### src/rtl/rx_frame_parser.sv
// GMII receive front end: qualifies preamble/SFD, tags each byte with its frame field,
// checks the Ethernet FCS and frame length, and flags frames to be discarded at end of frame.
module rx_frame_parser #(
   parameter int pDATA_WIDTH        = 8,
   parameter int pMIN_PACKET_LENGHT = 64,
   parameter int pMAX_PACKET_LENGHT = 1536,
   parameter int pLEN_WIDTH         = $clog2(pMAX_PACKET_LENGHT) + 1
) (
   input  logic                   iclk,
   input  logic                   i_rst,
   input  logic                   irx_dv,
   input  logic [pDATA_WIDTH-1:0] irx_d,
   input  logic                   irx_er,
   output logic                   odv,
   output logic [pDATA_WIDTH-1:0] orx_d,
   output logic [2:0]             oframe_state,
   output logic                   orx_er,
   output logic                   ocrc_ok,
   output logic [pLEN_WIDTH-1:0]  olen
);

   localparam logic [2:0] lpIDLE     = 3'd0;
   localparam logic [2:0] lpPREAMBLE = 3'd1;
   localparam logic [2:0] lpSFD      = 3'd2;
   localparam logic [2:0] lpDA       = 3'd3;
   localparam logic [2:0] lpSA       = 3'd4;
   localparam logic [2:0] lpLEN      = 3'd5;
   localparam logic [2:0] lpDATA     = 3'd6;
   localparam logic [2:0] lpEND      = 3'd7;

   localparam logic [31:0] lpPOLY    = 32'hEDB88320;
   localparam logic [31:0] lpRESIDUE = 32'hDEBB20E3;
   localparam logic [pDATA_WIDTH-1:0] lpPRE_BYTE = pDATA_WIDTH'(8'h55);
   localparam logic [pDATA_WIDTH-1:0] lpSFD_BYTE = pDATA_WIDTH'(8'hD5);
   localparam logic [pLEN_WIDTH-1:0]  lpMIN_LEN  = pLEN_WIDTH'(pMIN_PACKET_LENGHT);
   localparam logic [pLEN_WIDTH-1:0]  lpMAX_LEN  = pLEN_WIDTH'(pMAX_PACKET_LENGHT);

   logic [2:0]            state, nst;
   logic [2:0]            cnt, cnt_nxt;
   logic [31:0]           crc, crc_upd;
   logic [pLEN_WIDTH-1:0] len;
   logic                  err, err_nxt;
   logic                  in_frame, bad;

   function automatic logic [31:0] crc8(input logic [31:0] c, input logic [7:0] d);
      logic [31:0] r;
      r = c ^ {24'd0, d};
      for (int i = 0; i < 8; i++)
         r = r[0] ? ((r >> 1) ^ lpPOLY) : (r >> 1);
      return r;
   endfunction

   // nst is the field of the byte currently on irx_d; state holds the previous byte's field
   always_comb begin
      nst     = lpIDLE;
      cnt_nxt = cnt;
      case (state)
         lpIDLE:
            if (irx_dv && irx_d == lpPRE_BYTE) nst = lpPREAMBLE;
         lpPREAMBLE:
            if (irx_dv && irx_d == lpPRE_BYTE)      nst = lpPREAMBLE;
            else if (irx_dv && irx_d == lpSFD_BYTE) nst = lpSFD;
         lpSFD:
            if (!irx_dv) nst = lpEND;
            else begin
               nst     = lpDA;
               cnt_nxt = 3'd5;
            end
         lpDA:
            if (!irx_dv) nst = lpEND;
            else if (cnt == 3'd0) begin
               nst     = lpSA;
               cnt_nxt = 3'd5;
            end else begin
               nst     = lpDA;
               cnt_nxt = cnt - 3'd1;
            end
         lpSA:
            if (!irx_dv) nst = lpEND;
            else if (cnt == 3'd0) begin
               nst     = lpLEN;
               cnt_nxt = 3'd1;
            end else begin
               nst     = lpSA;
               cnt_nxt = cnt - 3'd1;
            end
         lpLEN:
            if (!irx_dv) nst = lpEND;
            else if (cnt == 3'd0) nst = lpDATA;
            else begin
               nst     = lpLEN;
               cnt_nxt = cnt - 3'd1;
            end
         lpDATA:
            nst = irx_dv ? lpDATA : lpEND;
         lpEND:
            if (irx_dv && irx_d == lpPRE_BYTE) nst = lpPREAMBLE;
         default:
            nst = lpIDLE;
      endcase
   end

   assign in_frame = (nst >= lpDA) && (nst <= lpDATA);
   assign crc_upd  = crc8(crc, irx_d[7:0]);

   always_comb begin
      err_nxt = err;
      if (nst == lpSFD)  err_nxt = irx_er;
      else if (in_frame) err_nxt = err | irx_er;
   end

   assign bad = err || (crc != lpRESIDUE) || (len < lpMIN_LEN) || (len > lpMAX_LEN);

   always_ff @(posedge iclk) begin
      if (i_rst) begin
         state        <= lpIDLE;
         cnt          <= 3'd0;
         crc          <= 32'hFFFFFFFF;
         len          <= '0;
         err          <= 1'b0;
         odv          <= 1'b0;
         orx_d        <= '0;
         oframe_state <= lpIDLE;
         orx_er       <= 1'b0;
         ocrc_ok      <= 1'b0;
         olen         <= '0;
      end else begin
         state        <= nst;
         cnt          <= cnt_nxt;
         err          <= err_nxt;
         odv          <= irx_dv;
         orx_d        <= irx_d;
         oframe_state <= (irx_dv || nst == lpEND) ? nst : lpIDLE;
         orx_er       <= 1'b0;
         ocrc_ok      <= 1'b0;
         if (nst == lpSFD) begin
            crc <= 32'hFFFFFFFF;
            len <= '0;
         end else if (in_frame) begin
            crc <= crc_upd;
            if (len != '1) len <= len + 1'b1;
         end
         // early abort hint to the memory stage while the frame is still streaming
         if (nst >= lpSFD && nst <= lpDATA) orx_er <= err_nxt;
         if (nst == lpEND) begin
            olen    <= len;
            orx_er  <= bad;
            ocrc_ok <= !bad;
         end
      end
   end

endmodule

### config.mk
export PLATFORM = sky130hd
export DESIGN_NAME = rx_frame_parser
export DESIGN_NICKNAME = d
export VERILOG_FILES = /design/src/rtl/rx_frame_parser.sv
export SDC_FILE = /design/constraint.sdc
export NUM_CORES = 1
export LEC_CHECK = 0
export CAP_MARGIN = 0
export CORE_MARGIN = 2
export CORE_UTILIZATION = 35
export CTS_BUF_LIST = sky130_fd_sc_hd__clkbuf_16
export CTS_CLUSTER_SIZE = 12
export DETAILED_ROUTE_END_ITERATION = 10
export GPL_TIMING_DRIVEN = 0
export PLACE_DENSITY = 0.65
export SLEW_MARGIN = 20
export SYNTH_ARGS = -nofsm -noshare
export SYNTH_HDL_FRONTEND = slang
export SYNTH_SLANG_ARGS = --single-unit
### constraint.sdc
create_clock -name iclk -period 2 [get_ports iclk]
set_clock_uncertainty 0.15 [all_clocks]
set_input_delay 0.6 -clock iclk [delete_from_list [all_inputs] [get_ports iclk]]
set_output_delay 0.6 -clock iclk [all_outputs]
set_load 0.05 [all_outputs]
==> impl_metrics.json <==
{
  "worst-setup-path-type": "reg2reg",
  "muxShareOfSynthArea": 0.00506,
  "yosys.area.top_type_share": 0.390,
  "portBuffers": 37,
  "synth_xor_area_frac": 0.242,
  "cp-start-kind": "flop",
  "die-height_um": 110,
  "antenna_found_initial": 0,
  "synth_seq_cells": 77,
  "drt-vias-per-instance": 5.22,
  "coreArea_um2": 10900,
  "tns_ns": -0.00127,
  "synth_common_cells": "77 x dfxtp_1, 61 x nand2_1, 37 x xnor2_1",
  "finalSetupViolCount": 1,
  "maxSlewViolCount": 0,
  "root_buffer": "clkbuf_16",
  "drt_iter0_markers": 228,
  "setup_ws_ns": -0.00127,
  "htreeDepth": 3,
  "slew-limit-headroom": 0.656,
  "avgSynthCellArea_um2": 9.50,
  "drc": 0,
  "worstPathRequired_ns": 2.12,
  "syn_nets": 432,
  "hold_viol_final": 0,
  "drt-pass1-iter-count": 5,
  "antenna_cells": 0,
  "dieArea_um2": 12200,
  "peakVddDrop_v": 0.000486,
  "arrival_ns": 2.12,
  "tightest_slew_ns": 0.517,
  "antenna_left": 0,
  "critical_path.max_fanout": 3,
  "max_freq_ghz": 0.500,
  "status": "complete, but fails checks",
  "p_leak_nw": 2.09,
  "dp_slack_ns": -0.963,
  "wl_per_cell_um": 16.2,
  "netlist_instances": 416,
  "drive_gt1_frac": 0.221,
  "ys_types": 53,
  "yosysWarnings": 0,
  "synth_adder_area_share": 0.0127,
  "finalInstanceArea_um2": 5150,
  "ys.flop_type": "dfxtp_1",
  "post-route-period-util": 1.00,
  "row_count": 38,
  "cp_slowest_cell": "or4_4",
  "syn_area_um2": 3950,
  "path_cells": "nor4_4 > nand3_1 > or4_4 > nor4_4 > nor3b_2",
  "violations": "setup timing",
  "track_usage": 0.174,
  "cp_top_family": "simple AND/OR/NAND/NOR gates",
  "vias": 3255,
  "cts_buffer_depth": 2,
  "synth_top_family_by_area": "XOR/XNOR gates",
  "setup.worst_path.end_class": "flop",
  "hp-class": "reg2reg",
  "placed_cell_area_um2": 4510,
  "first_global_vias": 3142,
  "grt_max_degree": 13,
  "ys_seq_area_frac": 0.390,
  "nets": 496,
  "fp.dieW_um": 110,
  "area_growth_pct": 30.2,
  "crit_path_frequent_cell": "nor4_4",
  "hold_buffers": 0,
  "critPathBufInv": 0,
  "synth_compound_area_frac": 0.128,
  "routabilityCongestion": 0.868,
  "synth_area_leaders": "dfxtp_1 39%, xnor2_1 8.2%, xnor2_4 7.0%",
  "cts_buffers": 9,
  "drv_cap": 0,
  "finalPower_mw": 3.86,
  "yosysMostFrequentCell": "dfxtp_1",
  "totalWireLength_um": 10100,
  "ys_async_sr_fraction": 0,
  "synth-simple-area-share": 0.192,
  "synth_top_area_cell": "dfxtp_1",
  "dpl.hpwl_um": 6940,
  "path_clk_slew_ns": 0.06,
  "overflow": 0,
  "io_pins": 38,
  "cts_tree": "done",
  "crit_path_max_incr_delay_ns": 0.57,
  "clk_latency_ns": 0.34,
  "cts_sinks": 77,
  "rsz0062_at_grt": "true",
  "power_density_nw_per_um2": 750,
  "hold_slack_ns": 0.304,
  "grt_pass1_wl_um": 15900,
  "min_period_ns": 2.00,
  "synth_edf_count": 0,
  "initial_core_util": 0.362
}
==> final timing paths <==
kind              startpoint  endpoint  slack, ns  depth (start not counted)
hold / removal       olen[7]   olen[7]       0.30                          2
hold reg to reg      olen[7]   olen[7]       0.30                          2
setup / recovery     crc[11]   ocrc_ok     -0.001                          5
setup reg to reg     crc[11]   ocrc_ok     -0.001                          5
==> timing repair <==
item | in CTS | in global routing
setup buffers | 13 | 4
pin swaps | 15 | 5
gates resized for setup | 91 | 37
endpoints found under the setup margin | 91 | 59
==> layout by cell type, fill, tap and decap left out, drive strengths merged, types with 2 or more instances in the layout <==
cell type	synthesis	routed
ha	4	4
nor2	19	19
a21oi	31	31
inv	7	9
o21ai	12	12
mux2i	2	2
nand3	9	9
nand2b	4	4
buf	7	33
and2	2	2
xor2	23	23
nand4	6	6
dlygate4sd2	0	22
and3b	2	2
or4	4	4
bufinv	0	3
dfxtp	77	77
clkbuf	14	21
nor4	5	5
or3	2	2
a21boi	2	2
nor3	10	10
o211ai	23	23
xnor2	54	54
nor2b	10	10
clkdlybuf4s15	0	5
and4b	2	2
and3	4	4
clkdlybuf4s50	0	2
nor4b	2	2
nand2	61	61
==> area by class of cell <==
type / instances / area [um^2]
Clock buffer: 9 / 225
Sequential cell: 77 / 1550
Timing Repair Buffer: 54 / 447
Inverter: 7 / 26.3
Multi-Input combinational cell: 311 / 2460
Clock inverter: 6 / 105
Buffer: 20 / 153
Fill cell: 1006 / 5790
Tap cell: 140 / 175
==> tightest hold or removal path, stage by stage, from the launching register on <==
cell	delay, ns
dfxtp_1	0.31
nand2_1	0.05
a21oi_1	0.05
==> cell families (layout without fill, tap and decap cells) <==
family	after synthesis	count (layout)
and+or+nand+nor	147	147
AOI/OAI and AO/OA	80	80
xor gates and xnor gates	78	78
DFF	77	77
buffers and inverters	28	96
adders and majority gates	4	4
muxes	2	2
==> through the flow <==
stage,std cells,utilization
2_1_floorplan,416,-
3_3_place_gp,593,0.412
3_5_place_dp,593,0.412
4_1_cts,621,0.465
5_1_grt,624,0.471
6_report,624,0.471
==> power by group <==
part	internal [mW]	leakage, nW	switching [mW]
sequential	1.54	0.622	0.00169
combinational	0.218	1.31	0.254
clock	1.20	0.164	0.641
==> registers in the layout, indices dropped and copies added (netlist names) <==
| register | count |
|---|---|
| olen | 12 |
| err | 1 |
| oframe_state | 3 |
| odv | 1 |
| len | 12 |
| cnt | 3 |
| state | 3 |
| orx_d | 8 |
| ocrc_ok | 1 |
| orx_er | 1 |
| crc | 32 |
==> routing by layer <==
layer	track usage	up-vias	routed length, um
li1	-	1566	-
met1	0.212	1564	4410
met5	0	-	0
met4	0.0688	0	138
met3	0.0364	11	577
met2	0.300	114	4990
Note: power is estimated with default switching activity, not from simulation.
